File: src/rtl/instr_fetch_pkg.sv
`default_nettype none
// ============================================================================
// Module : instr_fetch_pkg
// Brief  : shared types and constants for the instruction fetch stage
// Rev    : 1.0  initial release
// ============================================================================
package instr_fetch_pkg;

   typedef enum logic [1:0] {
      F_BOOT = 2'd0,
      F_RUN  = 2'd1,
      F_HALT = 2'd2
   } fetch_state_t;

   localparam int unsigned INSTR_BYTES = 4;

endpackage
`default_nettype wire

File: src/rtl/instr_fetch_if.sv
`default_nettype none
// ============================================================================
// Module : instr_fetch_if
// Brief  : control, imem req/gnt/rvalid port and decode handshake of fetch
// Rev    : 1.0  initial release
// ============================================================================
interface instr_fetch_if #(
   parameter int XLEN = 32
);
   logic            fetch_en_i;
   logic            redirect_i;
   logic [XLEN-1:0] redirect_pc_i;
   logic            imem_req_o;
   logic [XLEN-1:0] imem_addr_o;
   logic            imem_gnt_i;
   logic            imem_rvalid_i;
   logic [XLEN-1:0] imem_rdata_i;
   logic            fetch_instr_valid_o;
   logic [XLEN-1:0] fetch_pc_r_o;
   logic [XLEN-1:0] fetch_instr_o;
   logic            fetch_instr_ready_i;

   modport master (
      input  fetch_en_i, redirect_i, redirect_pc_i,
      input  imem_gnt_i, imem_rvalid_i, imem_rdata_i, fetch_instr_ready_i,
      output imem_req_o, imem_addr_o,
      output fetch_instr_valid_o, fetch_pc_r_o, fetch_instr_o
   );

   modport slave (
      output fetch_en_i, redirect_i, redirect_pc_i,
      output imem_gnt_i, imem_rvalid_i, imem_rdata_i, fetch_instr_ready_i,
      input  imem_req_o, imem_addr_o,
      input  fetch_instr_valid_o, fetch_pc_r_o, fetch_instr_o
   );
endinterface
`default_nettype wire

File: src/rtl/instr_fetch_fifo.sv
`default_nettype none
// ============================================================================
// Module : instr_fetch_fifo
// Brief  : in-order {pc,instr} buffer between fetch and decode, with flush
// Rev    : 1.0  initial release
// ============================================================================
module instr_fetch_fifo #(
   parameter int WIDTH = 64,
   parameter int DEPTH = 2
) (
   input  logic                       clk,
   input  logic                       rst,
   input  logic                       i_push,
   input  logic                       i_pop,
   input  logic                       i_flush,
   input  logic [WIDTH-1:0]           i_wdata,
   output logic [WIDTH-1:0]           o_rdata,
   output logic                       o_full,
   output logic                       o_empty,
   output logic [$clog2(DEPTH):0]     o_count
);
   localparam int AW = $clog2(DEPTH);
   localparam logic [AW:0] c_FULL_CNT = (AW+1)'(DEPTH);

   logic [WIDTH-1:0] r_mem [DEPTH];
   logic [AW-1:0]    r_wptr;
   logic [AW-1:0]    r_rptr;
   logic [AW:0]      r_count;
   logic             w_pop;

   assign w_pop = i_pop & (r_count != '0);

   always_ff @(posedge clk) begin
      if (rst || i_flush) begin
         r_wptr  <= '0;
         r_rptr  <= '0;
         r_count <= '0;
      end else begin
         if (i_push) r_wptr <= r_wptr + 1'b1;
         if (w_pop)  r_rptr <= r_rptr + 1'b1;
         case ({i_push, w_pop})
            2'b10:   r_count <= r_count + 1'b1;
            2'b01:   r_count <= r_count - 1'b1;
            default: r_count <= r_count;
         endcase
      end
   end

   always_ff @(posedge clk) begin
      if (i_push) r_mem[r_wptr] <= i_wdata;
   end

   // Head is zeroed while empty so decode never sees stale words.
   assign o_empty = (r_count == '0);
   assign o_full  = (r_count == c_FULL_CNT);
   assign o_count = r_count;
   assign o_rdata = o_empty ? '0 : r_mem[r_rptr];

endmodule
`default_nettype wire

File: src/rtl/instr_fetch.sv
`default_nettype none
// ============================================================================
// Module : instr_fetch
// Brief  : PC, imem request/response tracking and redirect flush for fetch
// Rev    : 1.0  initial release
// ============================================================================
module instr_fetch
   import instr_fetch_pkg::*;
#(
   parameter int              XLEN       = 32,
   parameter logic [XLEN-1:0] BOOT_ADDR  = '0,
   parameter int              FIFO_DEPTH = 2,
   parameter int              MAX_OUTST  = 2
) (
   input  logic               clk_i,
   input  logic               rst_i,
   instr_fetch_if.master      bus
);
   localparam int OW = $clog2(MAX_OUTST + 1);
   localparam int CW = $clog2(FIFO_DEPTH) + 1;
   localparam int SW = ((OW > CW) ? OW : CW) + 1;
   localparam int TW = (MAX_OUTST > 1) ? $clog2(MAX_OUTST) : 1;

   fetch_state_t    r_state;
   logic [XLEN-1:0] r_pc;
   logic [OW-1:0]   r_outst;
   logic [OW-1:0]   r_discard;
   logic [XLEN-1:0] r_tag [MAX_OUTST];
   logic [TW-1:0]   r_tag_wptr;
   logic [TW-1:0]   r_tag_rptr;

   logic            w_req;
   logic            w_accept;
   logic            w_drop;
   logic            w_push;
   logic            w_pop;
   logic            w_fifo_full;
   logic            w_fifo_empty;
   logic [CW-1:0]   w_fifo_count;
   logic [SW-1:0]   w_used;

   function automatic logic [TW-1:0] tag_next(input logic [TW-1:0] p);
      return (p == TW'(MAX_OUTST - 1)) ? '0 : p + 1'b1;
   endfunction

   // A head popping this cycle frees its slot for a new request.
   assign w_pop    = ~w_fifo_empty & bus.fetch_instr_ready_i & ~bus.redirect_i;
   assign w_used   = SW'(r_outst) + SW'(w_fifo_count) - SW'(w_pop);
   assign w_req    = (r_state == F_RUN) & ~bus.redirect_i
                   & (w_used < SW'(FIFO_DEPTH))
                   & (r_outst < OW'(MAX_OUTST));
   assign w_accept = w_req & bus.imem_gnt_i;
   assign w_drop   = bus.imem_rvalid_i & (r_discard != '0);
   assign w_push   = bus.imem_rvalid_i & ~w_drop & ~bus.redirect_i;

   assign bus.imem_req_o          = w_req;
   assign bus.imem_addr_o         = r_pc;
   assign bus.fetch_instr_valid_o = ~w_fifo_empty;

   always_ff @(posedge clk_i) begin
      if (rst_i) begin
         r_state    <= F_BOOT;
         r_pc       <= BOOT_ADDR;
         r_outst    <= '0;
         r_discard  <= '0;
         r_tag_wptr <= '0;
         r_tag_rptr <= '0;
      end else begin
         case (r_state)
            F_BOOT:  r_state <= F_RUN;
            F_RUN:   if (!bus.fetch_en_i && !bus.redirect_i) r_state <= F_HALT;
            F_HALT:  if (bus.fetch_en_i || bus.redirect_i) r_state <= F_RUN;
            default: r_state <= F_BOOT;
         endcase

         if (bus.redirect_i)
            r_pc <= bus.redirect_pc_i & ~XLEN'(3);
         else if (w_accept)
            r_pc <= r_pc + XLEN'(INSTR_BYTES);

         case ({w_accept, bus.imem_rvalid_i})
            2'b10:   r_outst <= r_outst + 1'b1;
            2'b01:   r_outst <= r_outst - 1'b1;
            default: r_outst <= r_outst;
         endcase

         // Everything still in flight at a redirect belongs to the old path.
         if (bus.redirect_i)
            r_discard <= r_outst - OW'(bus.imem_rvalid_i);
         else if (w_drop)
            r_discard <= r_discard - 1'b1;

         if (w_accept)          r_tag_wptr <= tag_next(r_tag_wptr);
         if (bus.imem_rvalid_i) r_tag_rptr <= tag_next(r_tag_rptr);
      end
   end

   always_ff @(posedge clk_i) begin
      if (w_accept) r_tag[r_tag_wptr] <= r_pc;
   end

   instr_fetch_fifo #(
      .WIDTH (2 * XLEN),
      .DEPTH (FIFO_DEPTH)
   ) u_fifo (
      .clk     (clk_i),
      .rst     (rst_i),
      .i_push  (w_push),
      .i_pop   (w_pop),
      .i_flush (bus.redirect_i),
      .i_wdata ({r_tag[r_tag_rptr], bus.imem_rdata_i}),
      .o_rdata ({bus.fetch_pc_r_o, bus.fetch_instr_o}),
      .o_full  (w_fifo_full),
      .o_empty (w_fifo_empty),
      .o_count (w_fifo_count)
   );

   a_push_not_full: assert property (@(posedge clk_i) disable iff (rst_i)
      !(w_push && w_fifo_full));

endmodule
`default_nettype wire
File: src/flat_wrapper.sv
// flat-port wrapper written by rule: the top's interface ports become plain ports
module instr_fetch_flat import instr_fetch_pkg::*;
#(
   parameter int              XLEN       = 32,
   parameter logic [XLEN-1:0] BOOT_ADDR  = '0,
   parameter int              FIFO_DEPTH = 2,
   parameter int              MAX_OUTST  = 2
)
  (clk_i, rst_i, bus_fetch_en_i, bus_redirect_i, bus_redirect_pc_i, bus_imem_gnt_i, bus_imem_rvalid_i, bus_imem_rdata_i, bus_fetch_instr_ready_i, bus_imem_req_o, bus_imem_addr_o, bus_fetch_instr_valid_o, bus_fetch_pc_r_o, bus_fetch_instr_o);
  instr_fetch_if #(.XLEN(XLEN)) bus_i ();
  input  logic clk_i;
  input  logic rst_i;
  input wire logic [$bits(bus_i.fetch_en_i)-1:0] bus_fetch_en_i;
  input wire logic [$bits(bus_i.redirect_i)-1:0] bus_redirect_i;
  input wire logic [$bits(bus_i.redirect_pc_i)-1:0] bus_redirect_pc_i;
  input wire logic [$bits(bus_i.imem_gnt_i)-1:0] bus_imem_gnt_i;
  input wire logic [$bits(bus_i.imem_rvalid_i)-1:0] bus_imem_rvalid_i;
  input wire logic [$bits(bus_i.imem_rdata_i)-1:0] bus_imem_rdata_i;
  input wire logic [$bits(bus_i.fetch_instr_ready_i)-1:0] bus_fetch_instr_ready_i;
  output wire logic [$bits(bus_i.imem_req_o)-1:0] bus_imem_req_o;
  output wire logic [$bits(bus_i.imem_addr_o)-1:0] bus_imem_addr_o;
  output wire logic [$bits(bus_i.fetch_instr_valid_o)-1:0] bus_fetch_instr_valid_o;
  output wire logic [$bits(bus_i.fetch_pc_r_o)-1:0] bus_fetch_pc_r_o;
  output wire logic [$bits(bus_i.fetch_instr_o)-1:0] bus_fetch_instr_o;
  assign bus_i.fetch_en_i = bus_fetch_en_i;
  assign bus_i.redirect_i = bus_redirect_i;
  assign bus_i.redirect_pc_i = bus_redirect_pc_i;
  assign bus_i.imem_gnt_i = bus_imem_gnt_i;
  assign bus_i.imem_rvalid_i = bus_imem_rvalid_i;
  assign bus_i.imem_rdata_i = bus_imem_rdata_i;
  assign bus_i.fetch_instr_ready_i = bus_fetch_instr_ready_i;
  assign bus_imem_req_o = bus_i.imem_req_o;
  assign bus_imem_addr_o = bus_i.imem_addr_o;
  assign bus_fetch_instr_valid_o = bus_i.fetch_instr_valid_o;
  assign bus_fetch_pc_r_o = bus_i.fetch_pc_r_o;
  assign bus_fetch_instr_o = bus_i.fetch_instr_o;
  instr_fetch #(.XLEN(XLEN), .BOOT_ADDR(BOOT_ADDR), .FIFO_DEPTH(FIFO_DEPTH), .MAX_OUTST(MAX_OUTST)) u_core (.clk_i(clk_i), .rst_i(rst_i), .bus(bus_i));
endmodule
File: config.mk
export PLATFORM = sky130hd
export DESIGN_NAME = instr_fetch_flat
export DESIGN_NICKNAME = d
export VERILOG_FILES = /design/src/rtl/instr_fetch_pkg.sv /design/src/rtl/instr_fetch_if.sv /design/src/rtl/instr_fetch_fifo.sv /design/src/rtl/instr_fetch.sv /design/src/flat_wrapper.sv
export SDC_FILE = /design/constraint.sdc
export NUM_CORES = 1
export LEC_CHECK = 0
export ABC_AREA = 0
export CAP_MARGIN = 20
export CORE_MARGIN = 5
export CORE_UTILIZATION = 55
export CTS_CLUSTER_SIZE = 25
export DETAILED_ROUTE_END_ITERATION = 7
export PLACE_DENSITY_LB_ADDON = 0.2
export SETUP_SLACK_MARGIN = 0.15
export SLEW_MARGIN = 20
export SYNTH_ARGS = -nofsm -noshare
export SYNTH_HDL_FRONTEND = slang
export SYNTH_SLANG_ARGS = --single-unit
export TNS_END_PERCENT = 20
File: constraint.sdc
create_clock -name clk_i -period 9.4 [get_ports clk_i]
set_input_delay 1.88 -clock clk_i [delete_from_list [all_inputs] [get_ports clk_i]]
set_output_delay 1.88 -clock clk_i [all_outputs]
set_load 0.02 [all_outputs]
# After elaboration in Yosys (flattened, before gate mapping)
# Memory sizes are Yosys's and may differ from the RTL's. A register that Yosys moved wholly into a read port is not among the register bits.
# Index checks and enable logic that the tools add are counted.
word_totals:
  regBits: 44
  mem_bits_rw: 192
  in_bits: 71
  out_inout_bits: 98
  n_memories: 2
memory_table:
  columns: ["name", "words", "word_bits", "read_ports", "rd_ports_with_merged_regs", "write_ports", "line", "rtl"]
  rows:
  - ["u_core.u_fifo.r_mem", 2, 64, 1, 1, 1, "instr_fetch_fifo.sv:25", "logic [WIDTH-1:0] r_mem [DEPTH];"]
  - ["u_core.r_tag", 2, 32, 1, 1, 1, "instr_fetch.sv:28", "logic [XLEN-1:0] r_tag [MAX_OUTST];"]
classes:
  n_addsub: 13
  order_cmp: 2
  n_eq_ne: 8
  n_mux: 20
  bitwise: 13
  reduce_logical: 15
op_table:
  columns: ["op", "n"]
  rows:
  - ["32-bit 2-to-1 mux", 2]
  - ["64-bit 2-to-1 mux", 1]
  - ["32-bit by 3-bit adder with 32-bit output, second input constant", 1]
  - ["2-bit nonzero test", 6]
  - ["1-bit bitwise AND", 10]
  - ["1-bit 2-to-1 mux", 10]
  - ["2-bit 2-to-1 mux", 4]
  - ["2-bit one-hot mux with 2 select lines", 2]
  - ["2-bit by 1-bit equality test with 1-bit output, second input constant", 3]
  - ["2-bit equality test, second input constant", 3]
  - ["2-bit one-hot mux with 3 select lines", 1]
  - ["2-bit by 1-bit subtractor with 2-bit output, second input constant", 3]
  - ["1-bit adder, second input constant", 4]
  - ["2-bit by 1-bit adder with 2-bit output, second input constant", 2]
  - ["2-bit logical NOT", 2]
  - ["2-bit by 2-bit adder with 3-bit output", 1]
  - ["3-bit by 2-bit < comparator with 1-bit output, second input constant", 1]
  - ["1-bit NOT", 3]
  - ["3-bit by 1-bit subtractor with 3-bit output", 1]
  - ["1-bit logical NOT", 2]
  - ["1-bit logical OR", 2]
  - ["2-bit < comparator, second input constant", 1]
  - ["2-bit by 1-bit inequality test with 1-bit output, second input constant", 1]
  - ["2-bit inequality test, second input constant", 1]
  - ["4 further kinds", 4]

# Logic depth before layout (Yosys ltp)
# Gate-level depths: netlist of run 1.
logic_depth:
  depth_word: 11
  mapped_depth: 15
  ltp_nobuf: 14

# Hierarchy
# Synthesis of run 1 repeated with hierarchy kept, for this count alone.
hier_totals:
  hier_cells: 710
  hier_area_um2: 9708.1
modules_own_cells:
  columns: ["module", "instances", "cells_per_inst", "area_each_um2", "seq_area_each_um2"]
  rows:
  - ["instr_fetch_fifo", 1, 294, 5008.6, 3943.8]
  - ["instr_fetch", 1, 416, 4699.5, 2582.5]

# Least setup slack after synthesis of run 1
# Ideal clock, no wire load.
synth_timing:
  path_kind: "input -> output"
  from: "input port bus_redirect_i"
  to: "output port bus_imem_req_o"
  t_arrival_ps: 4040
  required_time_ps: 7520
  setup_slack_ps: 3480
  path_stages: 8
  path_buffers: 2
  cell_sequence: "clkbuf_1 clkbuf_1 nor2_1 ha_1 nand2b_1 fa_1 nand4bb_4 nor3_1"
synth_via:
  elab_chain_len: 6
  word_cells_on_any_way: 7
  cone_classes: "1 x add/sub; 1 x order compare; 5 x bitwise"
synth_rtl:
  columns: ["element", "line", "rtl"]
  rows:
  - ["start, declared", "flat_wrapper.sv:14", "input wire logic [$bits(bus_i.redirect_i)-1:0] bus_redirect_i;"]
  - ["1-bit NOT (*)", "instr_fetch.sv:47, instr_fetch.sv:49", null]
  - ["1-bit bitwise AND", "instr_fetch.sv:47", "assign w_pop = ~w_fifo_empty & bus.fetch_instr_ready_i & ~bus.redirect_i;"]
  - ["3-bit by 1-bit subtractor with 3-bit output", "instr_fetch.sv:48", "assign w_used = SW'(r_outst) + SW'(w_fifo_count) - SW'(w_pop);"]
  - ["3-bit by 2-bit < comparator with 1-bit output", "instr_fetch.sv:50", "& (w_used < SW'(FIFO_DEPTH))"]
  - ["1-bit bitwise AND (*)", "instr_fetch.sv:50", null]
  - ["1-bit bitwise AND (*)", "instr_fetch.sv:51", "& (r_outst < OW'(MAX_OUTST));"]
  - ["end, declared", "flat_wrapper.sv:20", "output wire logic [$bits(bus_i.imem_req_o)-1:0] bus_imem_req_o;"]
# Every way passes the cells marked *; elsewhere a longest branch is shown, timed or not.

# Worst setup path after layout of run 1
# Same ends and word-level chain as after synthesis.

==> results.sh, run 1 <==
export IMPL_run_status="complete, no violations"
export IMPL_synth_seq_area_share_pct=69.0
export IMPL_power_leakage_nw=3.81
export IMPL_critPathLaunchType="input pin"
export IMPL_die_w_um=140
export IMPL_routed_wl_um=19900
export IMPL_peakVddDrop_mv=0.165
export IMPL_end_kind="output pin"
export IMPL_antenna_found_initial=0
export IMPL_grt_pass1_wl_um=31800
export IMPL_cts_hold_buf=0
export IMPL_first_iter_violations=401
export IMPL_synthCells=659
export IMPL_rsz0062_at_grt="no"
export IMPL_htreeDepth=1
export IMPL_arrival_ps=4800
export IMPL_synth_area_per_cell_um2=14.1
export IMPL_grt_usage_pct=20.0
export IMPL_post_place_ws_ps=2800
export IMPL_fp_row_count=47
export IMPL_finalPower_mw=2.28
export IMPL_finalCritPeriodShare_pct=71.1
export IMPL_cts_tree="built"
export IMPL_layout_common_cells="edfxtp_1, clkdlybuf4s50_1, nor2_1"
export IMPL_synthTopCellsByArea="edfxtp_1, dfxtp_1, mux2i_1"
export IMPL_synth_seq_cells=228
export IMPL_reg2reg_depth=13
export IMPL_fmax_mhz=150
export IMPL_nets=903
export IMPL_hold_viol_final=0
export IMPL_holdCritStartpoint="u_core.r_tag_rptr"
export IMPL_ctsResizeCount=0
export IMPL_stdcell_count=1059
export IMPL_synth_top_area_share_pct=59.5
export IMPL_power_density_nw_per_um2=191
export IMPL_layout_commonest_cell="edfxtp_1"
export IMPL_holdPathStages=2
export IMPL_setup_violations=0
export IMPL_reg2reg_from="u_core.u_fifo.o_count[0]"
export IMPL_root_buffer="clkbuf_16"
export IMPL_hpwl_um=12900
export IMPL_boundaryPins=169
export IMPL_cts_buffers=23
export IMPL_gp_congestion=0.831
export IMPL_overflow=0
export IMPL_drive_gt1_share_pct=11.0
export IMPL_finalInstanceArea_um2=11900
export IMPL_dpl_cell_area_um2=11100
export IMPL_skew_ps=17.5
export IMPL_diodes=0
export IMPL_cap_violations=0
export IMPL_die_y_um=140
export IMPL_cts_sinks=228
export IMPL_ant_nets=0
export IMPL_fp_coreArea_um2=16600
export IMPL_postCtsSetupBuffers=0
export IMPL_crit_type="in2out"
export IMPL_grt_pass1_vias=6082
export IMPL_r2r_setup_slack_ps=5570
export IMPL_yosysWarnings=0
export IMPL_finalCriticalPeriod_ps=6680
export IMPL_firstDrtPassIters=5
export IMPL_insertion_delay_ps=500
export IMPL_worstPathRequired_ps=7520
export IMPL_area_delta_synth_final_pct=28.3
export IMPL_die_area_um2=19600
export IMPL_slew_viol_final=0
export IMPL_tightest_slew_ps=811
export IMPL_grt_start_max_net_pins=63
export IMPL_reg2reg_to="u_core.r_outst[1]"
export IMPL_num_vias=5854
export IMPL_numPortBuffers=162
export IMPL_vias_per_cell=5.53
export IMPL_ys_types=47
export IMPL_setup_ws_ps=2720
export IMPL_hp_class="reg2reg"
export IMPL_syn_area_um2=9290
export IMPL_path_clk_slew_ps=60
export IMPL_initial_core_util_pct=56.0
export IMPL_drc=0
export IMPL_wire_per_inst_um=18.8
export IMPL_clockBufferDepth=3
export IMPL_tns_ps=0
export IMPL_path_max_fanout=34
export IMPL_synth_area_leader_cell="edfxtp_1"
export IMPL_placed_cells=1018
export IMPL_relSlewSlack_pct=45.5
==> flip-flops by register name (all words and copies together), names as in the netlist, named ones only <==
name / count
u_core.u_fifo.o_count: 2
u_core.r_outst: 2
u_core.r_discard: 2
u_core.r_state: 2
u_core.r_tag_wptr: 1
u_core.u_fifo.r_mem: 124
u_core.u_fifo.r_rptr: 1
u_core.u_fifo.r_wptr: 1
u_core.r_tag: 60
u_core.bus.imem_addr_o: 30
u_core.r_tag_rptr: 1
==> stage by stage <==
stage          hold WS, ps  util (%)
2_1_floorplan          480         -
3_3_place_gp           499      67.1
3_5_place_dp           507      67.1
4_1_cts                540      71.7
5_1_grt                561      71.9
6_report               543      71.9
==> how the worst max path moves through the flow <==
stage | start | slack (ps) | end
after CTS | bus_redirect_i | 2690 | bus_imem_req_o
after floorplan | bus_redirect_i | 3480 | bus_imem_req_o
after detailed placement | bus_redirect_i | 2800 | bus_imem_req_o
final | bus_redirect_i | 2720 | bus_imem_req_o
after global placement | bus_redirect_i | 2810 | bus_imem_req_o
after global routing | bus_redirect_i | 2580 | bus_imem_req_o
==> layer usage <==
layer | track usage (%) | vias to the layer above | share of wire, %
met1 | 26.4 | 2818 | 42
met4 | 5.92 | 0 | 2.3
met2 | 33.8 | 227 | 49
li1 | - | 2776 | -
met5 | 0 | - | 0
met3 | 4.29 | 33 | 7.0
==> cells in the mapped netlist (all sizes together) <==
cell / count
ha: 7
a221oi: 1
and2: 1
a21oi: 11
o311ai: 4
inv: 14
or3: 5
o31a: 4
nor2: 97
and4: 1
and3: 4
o211ai: 5
o21ai: 5
nand4bb: 1
nand4b: 3
a211oi: 14
nand3: 11
nor3: 14
fa: 1
conb: 1
nand2: 33
nand2b: 3
o21a: 2
xnor2: 15
buf: 7
nor4: 6
a311oi: 1
or3b: 1
mux2i: 62
mux2: 32
maj3: 1
xor2: 11
a31oi: 8
edfxtp: 184
clkbuf: 27
or4: 3
nand4: 13
a22oi: 2
dfxtp: 44
==> final cells by class <==
class,count,area [um2]
multi-input cells,386,2710
clock inverters,17,181
clock buffers,23,576
fillers,1126,4670
repair buffers,171,1710
well taps,220,275
flip-flops and latches,228,6410
inverters,14,55.1
==> critical path: stages <==
cell and delay, ps:
clkdlybuf4s50_1 450, buf_4 320, nor2_1 100, ha_1 290, nand2b_1 170, fa_1 540
nand4bb_4 150, nor3_1 250, clkdlybuf4s50_1 650
==> cell families after synthesis <==
group / after synthesis / share of synthesized area (%)
AOI/OAI and AO/OA: 57 / 4.20
xor gates and xnor gates: 26 / 2.45
adders and majority gates: 9 / 1.27
buffers and inverters: 48 / 2.22
DFF: 228 / 69.0
muxes: 94 / 10.6
other: 1 / 0.0404
and+or+nand+nor: 196 / 10.3
==> power breakdown <==
| group | switching (mW) | leakage, nW | internal [mW] |
|---|---|---|---|
| clock | 0.356 | 0.371 | 0.553 |
| sequential | 0.0283 | 2.05 | 1.13 |
| combinational | 0.110 | 1.39 | 0.0975 |
Power figures use the tool's default switching activity.
==> run 2: changes to the inputs <==
- CORE_UTILIZATION: 55 -> 52
- clock period: 9.4 -> 6.89 ns (I/O delays scaled with it)
==> results.sh, run 2 (synthesis gave the netlist of run 1 again) <==
export IMPL_power_density_nw_per_um2=272
export IMPL_routed_wl_um=19900
export IMPL_critPathLaunchType="input pin"
export IMPL_insertion_delay_ps=500
export IMPL_p_sw_share_pct=20.9
export IMPL_hpwl_um=12800
export IMPL_crit_type="in2out"
export IMPL_first_iter_violations=399
export IMPL_boundaryPins=169
export IMPL_cp_cell_sequence="clkdlybuf4s50_1, buf_4, nor2_1, ha_1, nand2b_1, fa_1, nand4bb_4, nor3_1, clkdlybuf4s50_1"
export IMPL_worst_path_stages=9
export IMPL_grt_start_max_net_pins=63
export IMPL_firstDrtPassIters=5
export IMPL_pwr_share_clk_pct=43.1
export IMPL_critical_path_max_stage_delay_ps=660
export IMPL_ctsResizeCount=0
export IMPL_top_register="u_core.u_fifo.r_mem"
export IMPL_die_w_um=144
export IMPL_area_delta_synth_final_pct=30.0
export IMPL_slew_viol_final=0
export IMPL_initial_core_util_pct=53.3
export IMPL_combPwrFrac_pct=8.6
export IMPL_grt_pass1_wl_um=31200
export IMPL_end_kind="output pin"
export IMPL_overflow=0
export IMPL_hp_class="reg2reg"
export IMPL_p_int_mw=2.60
export IMPL_largest_reg_flops=124
export IMPL_grt_usage_pct=19.2
export IMPL_reg2reg_to="u_core.r_outst[1]"
export IMPL_pwr_share_seq_pct=48.3
export IMPL_path_clk_slew_ps=60
export IMPL_rsz0062_at_grt="no"
export IMPL_setup_violations=0
export IMPL_finalCriticalPeriod_ps=5710
export IMPL_drc=0
export IMPL_ant_nets=0
export IMPL_post_place_ws_ps=1280
export IMPL_num_vias=5832
export IMPL_cts_buffers=24
export IMPL_fmax_mhz=175
export IMPL_clockBufferDepth=3
export IMPL_numPortBuffers=162
export IMPL_setup_ws_ps=1180
export IMPL_reg2reg_depth=13
export IMPL_fp_coreArea_um2=17400
export IMPL_antenna_found_initial=0
export IMPL_tightest_slew_ps=804
export IMPL_hold_viol_final=0
export IMPL_crit_start="bus_redirect_i"
export IMPL_layout_commonest_cell="edfxtp_1"
export IMPL_tns_ps=0
export IMPL_endpoint="bus_imem_req_o"
export IMPL_nets=906
export IMPL_peakVddDrop_mv=0.219
export IMPL_worst_path_buf_inv=3
export IMPL_cts_sinks=228
export IMPL_worstPathRequired_ps=5510
export IMPL_gp_congestion=0.848
export IMPL_die_y_um=144
export IMPL_grt_pass1_vias=5912
export IMPL_arrival_ps=4330
export IMPL_die_area_um2=20600
export IMPL_layout_common_cells="edfxtp_1, clkdlybuf4s50_1, nor2_1"
export IMPL_skew_ps=10.7
export IMPL_diodes=0
export IMPL_wire_per_inst_um=18.6
export IMPL_vias_per_cell=5.45
export IMPL_cts_hold_buf=0
export IMPL_cap_violations=0
export IMPL_drive_gt1_share_pct=11.5
export IMPL_slowest_stage="clkdlybuf4s50_1"
export IMPL_r2r_setup_slack_ps=3130
export IMPL_n_fill_cell=1204
export IMPL_root_buffer="clkbuf_16"
export IMPL_postCtsSetupBuffers=0
export IMPL_htreeDepth=1
export IMPL_run_status="complete, no violations"
export IMPL_relSlewSlack_pct=46.2
export IMPL_cp_top_family="buffers and inverters"
export IMPL_reg2reg_from="u_core.u_fifo.o_count[0]"
export IMPL_p_sw_mw=0.685
export IMPL_fp_row_count=48
export IMPL_cts_tree="built"
export IMPL_cp_common_cell="clkdlybuf4s50_1"
export IMPL_power_leakage_nw=3.88
export IMPL_path_max_fanout=34
export IMPL_finalCritPeriodShare_pct=82.9
run 2: cell types whose count changed in the layout (fill, tap and decap cells not counted), sizes merged:
cell | previous run | this run
buf | 9 | 11
clkinv | 11 | 5
bufinv | 4 | 6
clkbuf | 23 | 31
run 2: metal layers:
metal / vias up / GRT usage [%] / wire length (um)
met5: - / 0 / 0
met2: 246 / 32.8 / 9680
met3: 22 / 4.49 / 1780
met1: 2780 / 24.7 / 8190
li1: 2784 / - / -
met4: 0 / 5.50 / 286
run 2: per-stage QoR:
stage	util, %	area (um2)	cells	hold WS [ps]	power [mW]
after floorplan	-	9300	662	480	1.76
after CTS	69.2	12000	1069	526	3.31
after detailed placement	64.0	11200	1025	513	1.90
after global placement	64.0	11200	1025	497	1.88
after global routing	69.3	12100	1070	533	3.40
final	69.3	12100	1070	522	3.28
run 2: final cells by class:
cell class,count,area (um2),area share (%)
clock buffers,31,678,5.62
flip-flops and latches,228,6410,53.1
well taps,225,282,2.33
repair buffers,173,1720,14.2
clock inverters,13,216,1.79
inverters,14,55.1,0.456
multi-input cells,386,2710,22.4
run 2: tightest hold or removal path: stages, from the launching register on:
cell and delay, ps:
dfxtp_1 320, xnor2_1 80, nor2_1 80
run 2: power by group through the flow:
stage	clock [mW]	sequential (mW)	combinational (mW)
after floorplan	0	1.62	0.148
after global placement	0	1.61	0.274
after detailed placement	0	1.61	0.282
after CTS	1.44	1.59	0.286
after global routing	1.51	1.59	0.307
final	1.41	1.58	0.283
run 2: worst min path at each step:
stage	startpoint	slack, ps	endpoint	cells after the start
floorplan	u_core.r_tag_rptr	480	register	2
global placement	u_core.r_tag_rptr	500	u_core.r_tag_rptr	2
detailed placement	u_core.r_tag_rptr	510	u_core.r_tag_rptr	2
CTS	u_core.r_tag_rptr	530	u_core.r_tag_rptr	2
global route	u_core.bus.imem_addr_o[16]	530	u_core.r_tag[1][16]	0
finish	u_core.r_tag_rptr	520	u_core.r_tag_rptr	2
==> run 3: changes to the inputs <==
- CORE_UTILIZATION: 52 -> 47
- clock period: 6.89 -> 4.68 ns (I/O delays scaled with it)
==> results.sh, run 3 (synthesis gave the netlist of run 1 again) <==
export IMPL_path_max_fanout=4
export IMPL_pwr_share_seq_pct=50.0
export IMPL_whs_ps=546
export IMPL_tightest_slew_ps=874
export IMPL_numPortBuffers=162
export IMPL_critPathLaunchType="input pin"
export IMPL_cts_sinks=228
export IMPL_first_iter_violations=367
export IMPL_post_route_util_pct=61.9
export IMPL_relSlewSlack_pct=41.3
export IMPL_cts_buffers=24
export IMPL_routed_wl_um=20300
export IMPL_dpl_cell_area_um2=11200
export IMPL_power_density_nw_per_um2=388
export IMPL_arrival_ps=3160
export IMPL_grt_start_max_net_pins=63
export IMPL_pwr_share_clk_pct=41.1
export IMPL_slew_viol_final=0
export IMPL_cap_violations=0
export IMPL_power_leakage_nw=3.87
export IMPL_cp_cell_sequence="clkdlybuf4s50_1, nand2_1, nor2_1, ha_1, nand2b_1, fa_1, nand4bb_4, nor3_1, dlymetal6s2s_1"
export IMPL_initial_core_util_pct=47.7
export IMPL_wire_per_inst_um=18.2
export IMPL_setup_violations=0
export IMPL_run_status="complete, no violations"
export IMPL_peakVddDrop_mv=0.226
export IMPL_diodes=0
export IMPL_crit_type="in2out"
export IMPL_hold_viol_final=0
export IMPL_fmax_mhz=244
export IMPL_worstPathRequired_ps=3740
export IMPL_finalCritPeriodShare_pct=87.5
export IMPL_drc=0
export IMPL_slowest_stage="fa_1"
export IMPL_ctsResizeCount=0
export IMPL_largest_reg_flops=124
export IMPL_p_int_mw=3.66
export IMPL_grt_pass1_vias=5983
export IMPL_htreeDepth=1
export IMPL_finalInstanceArea_um2=12000
export IMPL_vias_per_cell=5.27
export IMPL_layout_common_cells="edfxtp_1, clkdlybuf4s50_1, nor2_1"
export IMPL_insertion_delay_ps=520
export IMPL_finalPower_mw=4.67
export IMPL_stdcell_count=1112
export IMPL_path_clk_slew_ps=60
export IMPL_cts_tree="built"
export IMPL_p_sw_mw=1.01
export IMPL_firstDrtPassIters=4
export IMPL_root_buffer="clkbuf_16"
export IMPL_reg2reg_depth=12
export IMPL_end_kind="output pin"
export IMPL_placed_cells=1069
export IMPL_p_sw_share_pct=21.6
export IMPL_n_fill_cell=1517
export IMPL_cts_hold_buf=0
export IMPL_hpwl_um=13600
export IMPL_clockBufferDepth=3
export IMPL_fp_row_count=51
export IMPL_post_place_ws_ps=187
export IMPL_skew_ps=18.9
export IMPL_drive_gt1_share_pct=11.3
export IMPL_setup_ws_ps=584
export IMPL_top_register="u_core.u_fifo.r_mem"
export IMPL_overflow=0
export IMPL_holdPathStages=0
export IMPL_hp_class="reg2reg"
export IMPL_grt_usage_pct=17.8
export IMPL_fp_coreArea_um2=19500
export IMPL_nets=909
export IMPL_die_y_um=151
export IMPL_num_vias=5863
export IMPL_area_delta_synth_final_pct=29.7
export IMPL_finalCriticalPeriod_ps=4100
export IMPL_die_area_um2=22700
export IMPL_postCtsSetupBuffers=0
export IMPL_grt_pass1_wl_um=31600
export IMPL_critical_path_max_stage_delay_ps=550
export IMPL_boundaryPins=169
export IMPL_combPwrFrac_pct=8.9
export IMPL_ant_nets=0
export IMPL_tns_ps=0
export IMPL_antenna_found_initial=0
export IMPL_gp_congestion=0.802
export IMPL_die_w_um=151
export IMPL_rsz0062_at_grt="no"
export IMPL_layout_commonest_cell="edfxtp_1"
-- run 3: changes by cell type in the layout (fill, tap and decap cells not counted), moves of 2 or more --
cell,previous run,this run
buf_4,10,14
bufinv_16,6,4
clkbuf_1,3,6
clkbuf_8,3,1
clkinvlp_4,2,0
-- run 3: worst paths after layout --
kind / from / end / slack [ps]
worst max-delay path: bus_fetch_instr_ready_i / bus_imem_req_o / 580
worst min-delay path: u_core.bus.imem_addr_o[16] / u_core.r_tag[0][16] / 550
worst max register to register: u_core.u_fifo.o_count[0] / u_core.r_tag[1][4] / 1360
worst min register to register: u_core.bus.imem_addr_o[16] / u_core.r_tag[0][16] / 550
-- run 3: cell type report --
cell class	instances	area, um2	share of cell area (%)
clock buffers	31	637	5.29
multi-input cells	386	2710	22.5
clock inverters	12	171	1.42
inverters	14	55.1	0.457
repair buffers	176	1730	14.4
well taps	265	332	2.75
flip-flops and latches	228	6410	53.2
-- run 3: worst max-delay path, delay by kind of cell --
kind / cells / cell delay [ps]
adder cells (fa/ha/maj): 2 / 780
AND/OR/NAND/NOR: 5 / 740
buffers and inverters: 2 / 700
-- run 3: power by group through the flow --
stage               Combinational, mW  Sequential [mW]  Clock [mW]
finish                          0.416             2.34        1.92
global route                    0.451             2.34        2.05
CTS                             0.421             2.34        1.96
detailed placement              0.417             2.38           0
global placement                0.405             2.37           0
floorplan                       0.218             2.38           0
-- run 3: routing by layer --
metal	track usage (%)	up-vias	routed length, um
met5	0	-	0
met4	4.53	0	301
met3	3.52	23	1480
met2	31.4	199	10100
met1	22.4	2850	8370
li1	-	2791	-
